`config.mk`:
```
export PLATFORM = sky130hd
export DESIGN_NAME = idct_2d_seq_flat
export DESIGN_NICKNAME = d
export VERILOG_FILES = /design/src/rtl/idct_pkg.sv /design/src/rtl/idct_2d_seq_if.sv /design/src/rtl/idct_mac.sv /design/src/rtl/idct_2d_seq.sv /design/src/flat_wrapper.sv
export SDC_FILE = /design/constraint.sdc
export NUM_CORES = 2
export LEC_CHECK = 0
export BUFFER_PORTS_ARGS = -buffer_cell sky130_fd_sc_hd__buf_2
export CORE_MARGIN = 2
export CORE_UTILIZATION = 56
export CTS_CLUSTER_DIAMETER = 60
export CTS_CLUSTER_SIZE = 28
export DETAILED_ROUTE_END_ITERATION = 10
export HOLD_SLACK_MARGIN = 0.15
export PLACE_DENSITY = 0.74
export SLEW_MARGIN = 20
export SYNTH_ARGS = -nofsm -noshare
export SYNTH_HDL_FRONTEND = slang
export SYNTH_SLANG_ARGS = --single-unit
export TNS_END_PERCENT = 5
```
`constraint.sdc`:
```
create_clock -name clk -period 13.76 [get_ports clk]
set_input_delay 2.752 -clock clk [delete_from_list [all_inputs] [get_ports clk]]
set_output_delay 2.752 -clock clk [all_outputs]
set_load 0.02 [all_outputs]
```
`src/rtl/idct_pkg.sv`:
```
// -----------------------------------------------------------------------------
// idct_pkg
// Shared constants, the FSM state type and the cosine table generator for the
// sequential 8x8 inverse DCT (idct_2d_seq).
//   BLK/BLK_SQ  : block edge and block size in samples
//   COS_FRAC    : fractional bits of the Q1.14 cosine table
//   COEF_W/T_W  : coefficient and row-pass intermediate widths
//   PIX_W       : output sample width
//   ACC_*_W     : accumulator widths of the row and column passes
// -----------------------------------------------------------------------------
package idct_pkg;

    localparam int BLK       = 8;
    localparam int BLK_SQ    = 64;
    localparam int IDX_W     = 6;
    localparam int K_W       = 3;
    localparam int COS_FRAC  = 14;
    localparam int COEF_W    = 16;
    localparam int T_W       = 18;
    localparam int PIX_W     = 8;
    localparam int PROD_W    = T_W + COEF_W;
    localparam int ACC_ROW_W = 36;
    localparam int ACC_COL_W = 38;

    typedef enum logic [1:0] {
        LOAD = 2'd0,
        ROW  = 2'd1,
        COL  = 2'd2,
        OUT  = 2'd3
    } state_t;

    // 0.5 * cos(m*pi/16) in Q1.14 for m = 0..8
    function automatic int cos_mag(input int m);
        case (m)
            0:       cos_mag = 8192;
            1:       cos_mag = 8035;
            2:       cos_mag = 7568;
            3:       cos_mag = 6811;
            4:       cos_mag = 5793;
            5:       cos_mag = 4551;
            6:       cos_mag = 3135;
            7:       cos_mag = 1598;
            default: cos_mag = 0;
        endcase
    endfunction

    // C[u][x] = alpha(u) * cos((2x+1)*u*pi/16), signed Q1.14.
    // The angle is folded into the first half-turn using cosine symmetry.
    function automatic logic signed [COEF_W-1:0] cos_q14(input int u, input int x);
        int m;
        int v;
        if (u == 0) begin
            v = 5793;
        end else begin
            m = ((2 * x + 1) * u) % 32;
            if (m > 16) begin
                m = 32 - m;
            end
            if (m <= 8) begin
                v = cos_mag(m);
            end else begin
                v = -cos_mag(16 - m);
            end
        end
        return v[COEF_W-1:0];
    endfunction

endpackage

```
`src/rtl/idct_2d_seq_if.sv`:
```
// -----------------------------------------------------------------------------
// idct_2d_seq_if
// Streaming bus of the inverse DCT block.
//   in_coef/in_valid/in_ready     : coefficient input stream (raster, u fastest)
//   out_pix/out_valid/out_ready   : pixel output stream (raster, x fastest)
//   out_last                      : marks the 64th sample of a block
//   busy                          : block is being transformed or drained
// master = stream source/sink (testbench or surrounding decoder), slave = IDCT.
// -----------------------------------------------------------------------------
interface idct_2d_seq_if;
    import idct_pkg::*;

    logic signed [COEF_W-1:0] in_coef;
    logic                     in_valid;
    logic                     in_ready;
    logic [PIX_W-1:0]         out_pix;
    logic                     out_valid;
    logic                     out_last;
    logic                     out_ready;
    logic                     busy;

    modport master (
        output in_coef, in_valid, out_ready,
        input  in_ready, out_pix, out_valid, out_last, busy
    );

    modport slave (
        input  in_coef, in_valid, out_ready,
        output in_ready, out_pix, out_valid, out_last, busy
    );
endinterface

```
`src/rtl/idct_mac.sv`:
```
// -----------------------------------------------------------------------------
// idct_mac
// Single multiply-accumulate datapath shared by the row and column passes.
//   clk, rst_n : clock and asynchronous active-low reset
//   en         : accumulate this cycle
//   first      : load the product instead of adding it
//   last       : final term of the dot product; results are valid this cycle
//   pass_col   : 0 = row pass (36-bit accumulation), 1 = column pass (38-bit)
//   opnd       : signed operand (coefficient or row-pass result)
//   cos_val    : signed Q1.14 cosine
//   res_valid  : en && last
//   row_res    : rounded result saturated to signed 18 bits
//   col_res    : rounded result clamped to [0,255]
// The results are taken from the running sum including the current term, so
// the k==7 edge can write them without an extra pipeline cycle.
// -----------------------------------------------------------------------------
module idct_mac
    import idct_pkg::*;
(
    input  logic                     clk,
    input  logic                     rst_n,
    input  logic                     en,
    input  logic                     first,
    input  logic                     last,
    input  logic                     pass_col,
    input  logic signed [T_W-1:0]    opnd,
    input  logic signed [COEF_W-1:0] cos_val,
    output logic                     res_valid,
    output logic signed [T_W-1:0]    row_res,
    output logic [PIX_W-1:0]         col_res
);

    localparam logic signed [ACC_COL_W-1:0] RND   = ACC_COL_W'(1 << (COS_FRAC - 1));
    localparam logic signed [ACC_COL_W-1:0] T_MAX = ACC_COL_W'((1 << (T_W - 1)) - 1);
    localparam logic signed [ACC_COL_W-1:0] T_MIN = -T_MAX - ACC_COL_W'(1);
    localparam logic signed [ACC_COL_W-1:0] P_MAX = ACC_COL_W'((1 << PIX_W) - 1);

    logic signed [PROD_W-1:0]    prod;
    logic signed [ACC_COL_W-1:0] sum_full;
    logic signed [ACC_COL_W-1:0] sum_d;
    logic signed [ACC_COL_W-1:0] rounded;
    logic signed [ACC_COL_W-1:0] acc_d;
    logic signed [ACC_COL_W-1:0] acc_q;

    always_comb begin
        prod     = PROD_W'(opnd) * PROD_W'(cos_val);
        sum_full = first ? ACC_COL_W'(prod) : acc_q + ACC_COL_W'(prod);
        // Row pass keeps a 36-bit accumulator: wrap to 36 bits, then sign-extend.
        if (pass_col) begin
            sum_d = sum_full;
        end else begin
            sum_d = ACC_COL_W'(signed'(sum_full[ACC_ROW_W-1:0]));
        end
        rounded = (sum_d + RND) >>> COS_FRAC;

        if (rounded > T_MAX) begin
            row_res = T_MAX[T_W-1:0];
        end else if (rounded < T_MIN) begin
            row_res = T_MIN[T_W-1:0];
        end else begin
            row_res = rounded[T_W-1:0];
        end

        if (rounded < 0) begin
            col_res = '0;
        end else if (rounded > P_MAX) begin
            col_res = P_MAX[PIX_W-1:0];
        end else begin
            col_res = rounded[PIX_W-1:0];
        end

        acc_d     = en ? sum_d : acc_q;
        res_valid = en && last;
    end

    always_ff @(posedge clk or negedge rst_n) begin
        if (!rst_n) begin
            acc_q <= '0;
        end else begin
            acc_q <= acc_d;
        end
    end

endmodule

```
`src/rtl/idct_2d_seq.sv`:
```
// -----------------------------------------------------------------------------
// idct_2d_seq
// Sequential 8x8 2-D inverse DCT. Loads 64 coefficients, runs a row pass into
// t_buf and a column pass back into coef_buf on one MAC, then streams the 64
// reconstructed 8-bit samples.
//   BLOCK_SIZE : block edge, must be 8
//   COS_FILE   : name of the cosine image; the table itself is generated from
//                idct_pkg::cos_q14 and holds the same Q1.14 values
//   clk, rst_n : clock and asynchronous active-low reset
//   bus        : idct_2d_seq_if slave (input stream, output stream, busy)
// -----------------------------------------------------------------------------
module idct_2d_seq
    import idct_pkg::*;
#(
    parameter int BLOCK_SIZE = 8,
    parameter     COS_FILE   = "../memfiles/idct_cosine_vals.mem"
) (
    input  logic          clk,
    input  logic          rst_n,
    idct_2d_seq_if.slave  bus
);

    if (BLOCK_SIZE != BLK) begin : g_bad_block_size
        $error("idct_2d_seq: only BLOCK_SIZE == 8 is supported");
    end
    if ($bits(COS_FILE) < 8) begin : g_bad_cos_file
        $error("idct_2d_seq: COS_FILE must name the cosine image");
    end

    // Cosine ROM, index {u, x}
    logic signed [COEF_W-1:0] cos_rom [BLK_SQ];
    for (genvar gi = 0; gi < BLK_SQ; gi++) begin : g_rom
        assign cos_rom[gi] = cos_q14(gi / BLK, gi % BLK);
    end

    // coef_buf holds the input block, then the output pixels after COL.
    logic signed [COEF_W-1:0] coef_buf [BLK_SQ];
    logic signed [T_W-1:0]    t_buf    [BLK_SQ];

    state_t             state_q, state_d;
    logic [IDX_W-1:0]   in_cnt_q, in_cnt_d;
    logic [IDX_W-1:0]   idx_q, idx_d;
    logic [K_W-1:0]     k_q, k_d;
    logic [IDX_W-1:0]   out_cnt_q, out_cnt_d;
    logic               in_ready_q, in_ready_d;
    logic               out_valid_q, out_valid_d;

    logic                     coef_we;
    logic [IDX_W-1:0]         coef_waddr;
    logic signed [COEF_W-1:0] coef_wdata;
    logic                     t_we;

    logic                     mac_en;
    logic                     mac_first;
    logic                     mac_last;
    logic                     mac_pass_col;
    logic signed [T_W-1:0]    mac_opnd;
    logic signed [COEF_W-1:0] mac_cos;
    logic                     mac_res_valid;
    logic signed [T_W-1:0]    mac_row_res;
    logic [PIX_W-1:0]         mac_col_res;

    // MAC control and operand selection; idx = {y, x}, k = inner index.
    always_comb begin
        mac_en       = (state_q == ROW) || (state_q == COL);
        mac_first    = (k_q == '0);
        mac_last     = (k_q == K_W'(BLK - 1));
        mac_pass_col = (state_q == COL);
        if (state_q == COL) begin
            // p[y][x] += t[k][x] * C[k][y]
            mac_opnd = t_buf[{k_q, idx_q[K_W-1:0]}];
            mac_cos  = cos_rom[{k_q, idx_q[IDX_W-1:K_W]}];
        end else begin
            // t[y][x] += coef[y][k] * C[k][x]
            mac_opnd = T_W'(coef_buf[{idx_q[IDX_W-1:K_W], k_q}]);
            mac_cos  = cos_rom[{k_q, idx_q[K_W-1:0]}];
        end
    end

    idct_mac u_mac (
        .clk       (clk),
        .rst_n     (rst_n),
        .en        (mac_en),
        .first     (mac_first),
        .last      (mac_last),
        .pass_col  (mac_pass_col),
        .opnd      (mac_opnd),
        .cos_val   (mac_cos),
        .res_valid (mac_res_valid),
        .row_res   (mac_row_res),
        .col_res   (mac_col_res)
    );

    // Next-state and datapath control
    always_comb begin
        state_d     = state_q;
        in_cnt_d    = in_cnt_q;
        idx_d       = idx_q;
        k_d         = k_q;
        out_cnt_d   = out_cnt_q;
        out_valid_d = out_valid_q;
        coef_we     = 1'b0;
        coef_waddr  = in_cnt_q;
        coef_wdata  = bus.in_coef;
        t_we        = 1'b0;

        case (state_q)
            LOAD: begin
                if (bus.in_valid && in_ready_q) begin
                    coef_we  = 1'b1;
                    in_cnt_d = in_cnt_q + 1'b1;
                    if (in_cnt_q == IDX_W'(BLK_SQ - 1)) begin
                        state_d = ROW;
                    end
                end
            end
            ROW: begin
                k_d = k_q + 1'b1;
                if (mac_res_valid) begin
                    t_we  = 1'b1;
                    idx_d = idx_q + 1'b1;
                    if (idx_q == IDX_W'(BLK_SQ - 1)) begin
                        state_d = COL;
                    end
                end
            end
            COL: begin
                k_d = k_q + 1'b1;
                if (mac_res_valid) begin
                    coef_we    = 1'b1;
                    coef_waddr = idx_q;
                    coef_wdata = {{(COEF_W - PIX_W){1'b0}}, mac_col_res};
                    idx_d      = idx_q + 1'b1;
                    if (idx_q == IDX_W'(BLK_SQ - 1)) begin
                        state_d     = OUT;
                        out_valid_d = 1'b1;
                    end
                end
            end
            OUT: begin
                if (out_valid_q && bus.out_ready) begin
                    out_cnt_d = out_cnt_q + 1'b1;
                    if (out_cnt_q == IDX_W'(BLK_SQ - 1)) begin
                        out_valid_d = 1'b0;
                        state_d     = LOAD;
                    end
                end
            end
            default: state_d = LOAD;
        endcase

        // Registered ready: drops on the edge that takes the 64th beat.
        in_ready_d = (state_d == LOAD);
    end

    always_ff @(posedge clk or negedge rst_n) begin
        if (!rst_n) begin
            state_q     <= LOAD;
            in_cnt_q    <= '0;
            idx_q       <= '0;
            k_q         <= '0;
            out_cnt_q   <= '0;
            in_ready_q  <= 1'b0;
            out_valid_q <= 1'b0;
        end else begin
            state_q     <= state_d;
            in_cnt_q    <= in_cnt_d;
            idx_q       <= idx_d;
            k_q         <= k_d;
            out_cnt_q   <= out_cnt_d;
            in_ready_q  <= in_ready_d;
            out_valid_q <= out_valid_d;
        end
    end

    // Buffer contents are don't-care after reset, so they carry no reset.
    always_ff @(posedge clk) begin
        if (coef_we) begin
            coef_buf[coef_waddr] <= coef_wdata;
        end
        if (t_we) begin
            t_buf[idx_q] <= mac_row_res;
        end
    end

    assign bus.in_ready  = in_ready_q;
    assign bus.out_valid = out_valid_q;
    assign bus.out_last  = out_valid_q && (out_cnt_q == IDX_W'(BLK_SQ - 1));
    assign bus.out_pix   = out_valid_q ? coef_buf[out_cnt_q][PIX_W-1:0] : '0;
    assign bus.busy      = (state_q != LOAD);

endmodule

```
`src/flat_wrapper.sv`:
```
// flat-port wrapper written by rule: the top's interface ports become plain ports
module idct_2d_seq_flat import idct_pkg::*;
#(
    parameter int BLOCK_SIZE = 8,
    parameter     COS_FILE   = "                                "
)
  (clk, rst_n, bus_in_coef, bus_in_valid, bus_out_ready, bus_in_ready, bus_out_pix, bus_out_valid, bus_out_last, bus_busy);
  idct_2d_seq_if bus_i ();
  input  logic clk;
  input  logic rst_n;
  input wire logic [$bits(bus_i.in_coef)-1:0] bus_in_coef;
  input wire logic [$bits(bus_i.in_valid)-1:0] bus_in_valid;
  input wire logic [$bits(bus_i.out_ready)-1:0] bus_out_ready;
  output wire logic [$bits(bus_i.in_ready)-1:0] bus_in_ready;
  output wire logic [$bits(bus_i.out_pix)-1:0] bus_out_pix;
  output wire logic [$bits(bus_i.out_valid)-1:0] bus_out_valid;
  output wire logic [$bits(bus_i.out_last)-1:0] bus_out_last;
  output wire logic [$bits(bus_i.busy)-1:0] bus_busy;
  assign bus_i.in_coef = bus_in_coef;
  assign bus_i.in_valid = bus_in_valid;
  assign bus_i.out_ready = bus_out_ready;
  assign bus_in_ready = bus_i.in_ready;
  assign bus_out_pix = bus_i.out_pix;
  assign bus_out_valid = bus_i.out_valid;
  assign bus_out_last = bus_i.out_last;
  assign bus_busy = bus_i.busy;
  idct_2d_seq #(.BLOCK_SIZE(BLOCK_SIZE), .COS_FILE(COS_FILE)) u_core (.clk(clk), .rst_n(rst_n), .bus(bus_i));
endmodule
```
==> results.yml <==
floorplan:
  num_rows: 160
  ios: 32
  core_area_sq_mm: 0.190
  dieHeight_microns: 442
  dieWidth_microns: 442
  initial_core_util_pct: 56.4
  dieArea_sq_mm: 0.195
place:
  placed_cell_area_sq_mm: 0.113
  gp_congestion: 0.914
  dp_hpwl_microns: 176000
  place.port_buffers: 31
  post-place-ws_ps: 213
timing:
  min_period_over_period_pct: 96.3
  finalMaxSlewViolations: 0
  timing.hold.ws_ps: 529
  clock_skew_ps: 69.3
  tns_ps: 0
  tightest_slew_ps: 1230
  final.setup.worst_slack_ps: 504
  setup_viol: 0
  rsz0062_at_grt: "no"
  hold_viol_final: 0
  period_minus_slack_ps: 13260
  max_freq_ghz: 0.0754
  slew_headroom_pct: 18.0
worst_setup_path:
  crit_end: "u_core.t_buf[48][9]"
  cp.required_ps: 14340
  critPathLaunch: "u_core.k_q[0]"
  cp_top_family: "adder cells"
  cp_slowest_cell: "fa_2"
  crit_path_max_incr_delay_ps: 660
  r2r_end: "u_core.t_buf[48][9]"
  cp_max_fo: 64
  arrival_ps: 13830
  worst_r2r_path_depth: 41
  cp-start-kind: "register"
  path_depth: 41
  ff2ff_setup_slack_ps: 500
  path_class: "register to register"
  crit_path_frequent_cell: "fa_1"
  cp_num_buf_inv: 11
  reg2reg_from: "u_core.k_q[0]"
  cp-end-kind: "register"
flow_run:
  maxCapViolCount: 0
routing:
  dr.pass1.iters: 6
  avgRoutedWirePerCell_microns: 32.0
  drt_iter0_drc: 8430
  viasPerCell: 6.78
  route.layer.met1.wl_microns: 109000
  drt_wl_total_microns: 283000
  vias: 60000
  drcViolationCount: 0
  ant_nets: 0
  wl_met2_microns: 132000
  routed-wl-met3_microns: 30700
  routed.top_layer: "met5"
outcome:
  outcome: "finished, final reports clean"
clock_tree:
  cts_buffers: 143
  cts_max_level: 4
  clkTransAtPathRegs_ps: 100
  cts_root_buf: "clkbuf_16"
  clock-sinks: 2239
  insertion_delay_ps: 880
  cts_tree: "done"
  ctsHoldBuffers: 0
  clock_path_buffers: 3
synth:
  synth_cells: 6040
  synth_top_family_by_area: "multiplexers"
  synth_top_area_share_pct: 60.9
  syn_area_sq_mm: 0.107
  async_flop_share_pct: 2.81
  yosysWarnings: 0
  yosys.area.top_type: "edfxtp_1"
  avgSynthCellArea_sq_um: 17.8
  synth_nets: 6504
  yosysSeqAreaShare_pct: 62.4
  synthFlopType: "edfxtp_1"
  ys_types: 102
  synthSimpleGateAreaFrac_pct: 4.51
  synth_compound_area_share_pct: 3.85
  synthAdderAreaFrac_pct: 7.20
  ys_seq_elements: 2239
  synth_edf_count: 2176
  synth.area.top_cells: "edfxtp_1, mux4_2, fa_1, ha_1, dfrtp_1"
  synth-xor-area-share_pct: 0.767
  synthMuxAreaShare_pct: 18.7
global_route:
  grt_pass1_wl_microns: 412000
  grt_max_degree: 106
  gr-total-overflow: 0
  track_usage_pct: 29.5
  grt_pass1_vias: 59500
  antenna_found_initial: 8
finish:
  final_area_sq_mm: 0.119
  drive_above_1_share_pct: 28.5
  layout_common_cells: "edfxtp_1, mux4_2, inv_1, nand2_1, buf_4"
  syn2layout_area_growth_pct: 11.0
  num-nets-final: 6678
  final_common_cell: "edfxtp_1"
min_path:
  hold_path_class: "register to register"
layer usage:
layer	vias up	track usage, %
met3	518	5.94
met2	3676	44.7
li1	24200	-
met1	31600	42.7
met5	-	0
met4	4	11.4
cell type report:
type,count,area [sq um]
Antenna cell,4,10.0
Sequential cell,2239,67000
Timing Repair Buffer,367,3230
Fill cell,12900,71200
Clock inverter,114,1710
Clock buffer,147,3640
Inverter,376,1430
Multi-Input combinational cell,3087,38900
Tap cell,2511,3140
metrics by stage:
step / utilization [%] / cells
after CTS: 62.5 / 8836
after global placement: 59.7 / 8575
after global routing: 62.6 / 8842
after detailed placement: 59.7 / 8575
final: 62.6 / 8845
after floorplan: - / 6040
flip-flops by register name, indices dropped and copies added (netlist names):
register,flops
u_core.u_mac.acc_q,38
u_core.state_q,2
u_core.out_cnt_q,6
u_core.k_q,3
u_core.idx_q,6
u_core.t_buf,1152
u_core.in_cnt_q,6
u_core.bus.in_ready,1
u_core.bus.out_valid,1
u_core.coef_buf,1024
worst reg2reg max path, delay by kind of cell (launching register included):
| family | cells | cell delay (ps) |
|---|---|---|
| adders and majority gates | 8 | 3970 |
| DFF | 1 | 550 |
| muxes | 3 | 1630 |
| and+or+nand+nor | 9 | 1900 |
| buffers and inverters | 11 | 2070 |
| AOI/OAI and AO/OA | 8 | 2070 |
| xor gates and xnor gates | 2 | 740 |
Yosys cell counts, types with 31 or more instances:
master and count:
a21oi_1 170, a31oi_1 32, and2_1 36, buf_1 69
buf_2 36, clkbuf_1 227, dfrtp_1 63, edfxtp_1 2176
fa_1 289, ha_1 155, inv_1 373, mux4_2 869
nand2_1 302, nand2b_1 75, nand3_1 46, nor2_1 365
nor2b_1 52, nor3_1 33, o21ai_0 108, xnor2_1 56
xor2_1 31
what timing repair did:
action	4_1_cts	5_1_grt
endpoints found under the setup margin	0	1600
resized for setup	0	9
setup buffers	0	3
worst min path at each step:
| stage | from | endpoint | slack [ps] | cells past startpoint |
|---|---|---|---|---|
| floorplan | u_core.in_cnt_q[5] | u_core.in_cnt_q[5] | 480 | 1 |
| global placement | u_core.u_mac.acc_q[2] | u_core.u_mac.acc_q[2] | 500 | 1 |
| detailed placement | u_core.u_mac.acc_q[33] | u_core.u_mac.acc_q[33] | 510 | 1 |
| CTS | u_core.u_mac.acc_q[34] | u_core.u_mac.acc_q[34] | 530 | 1 |
| global route | u_core.u_mac.acc_q[24] | u_core.u_mac.acc_q[24] | 550 | 1 |
| finish | u_core.u_mac.acc_q[14] | u_core.u_mac.acc_q[14] | 530 | 1 |
cell families (layout without fill, tap and decap cells):
kind of cell,count (synthesis),count (layout)
AOI/OAI and AO/OA,604,604
xor gates and xnor gates,90,90
adders and majority gates,444,444
buffers and inverters,714,1004
DFF,2239,2239
muxes,914,914
other,0,4
and+or+nand+nor,1035,1035
Power is not shown: default switching activity piles up to over one toggle a cycle in this logic, so the estimate is an artifact.
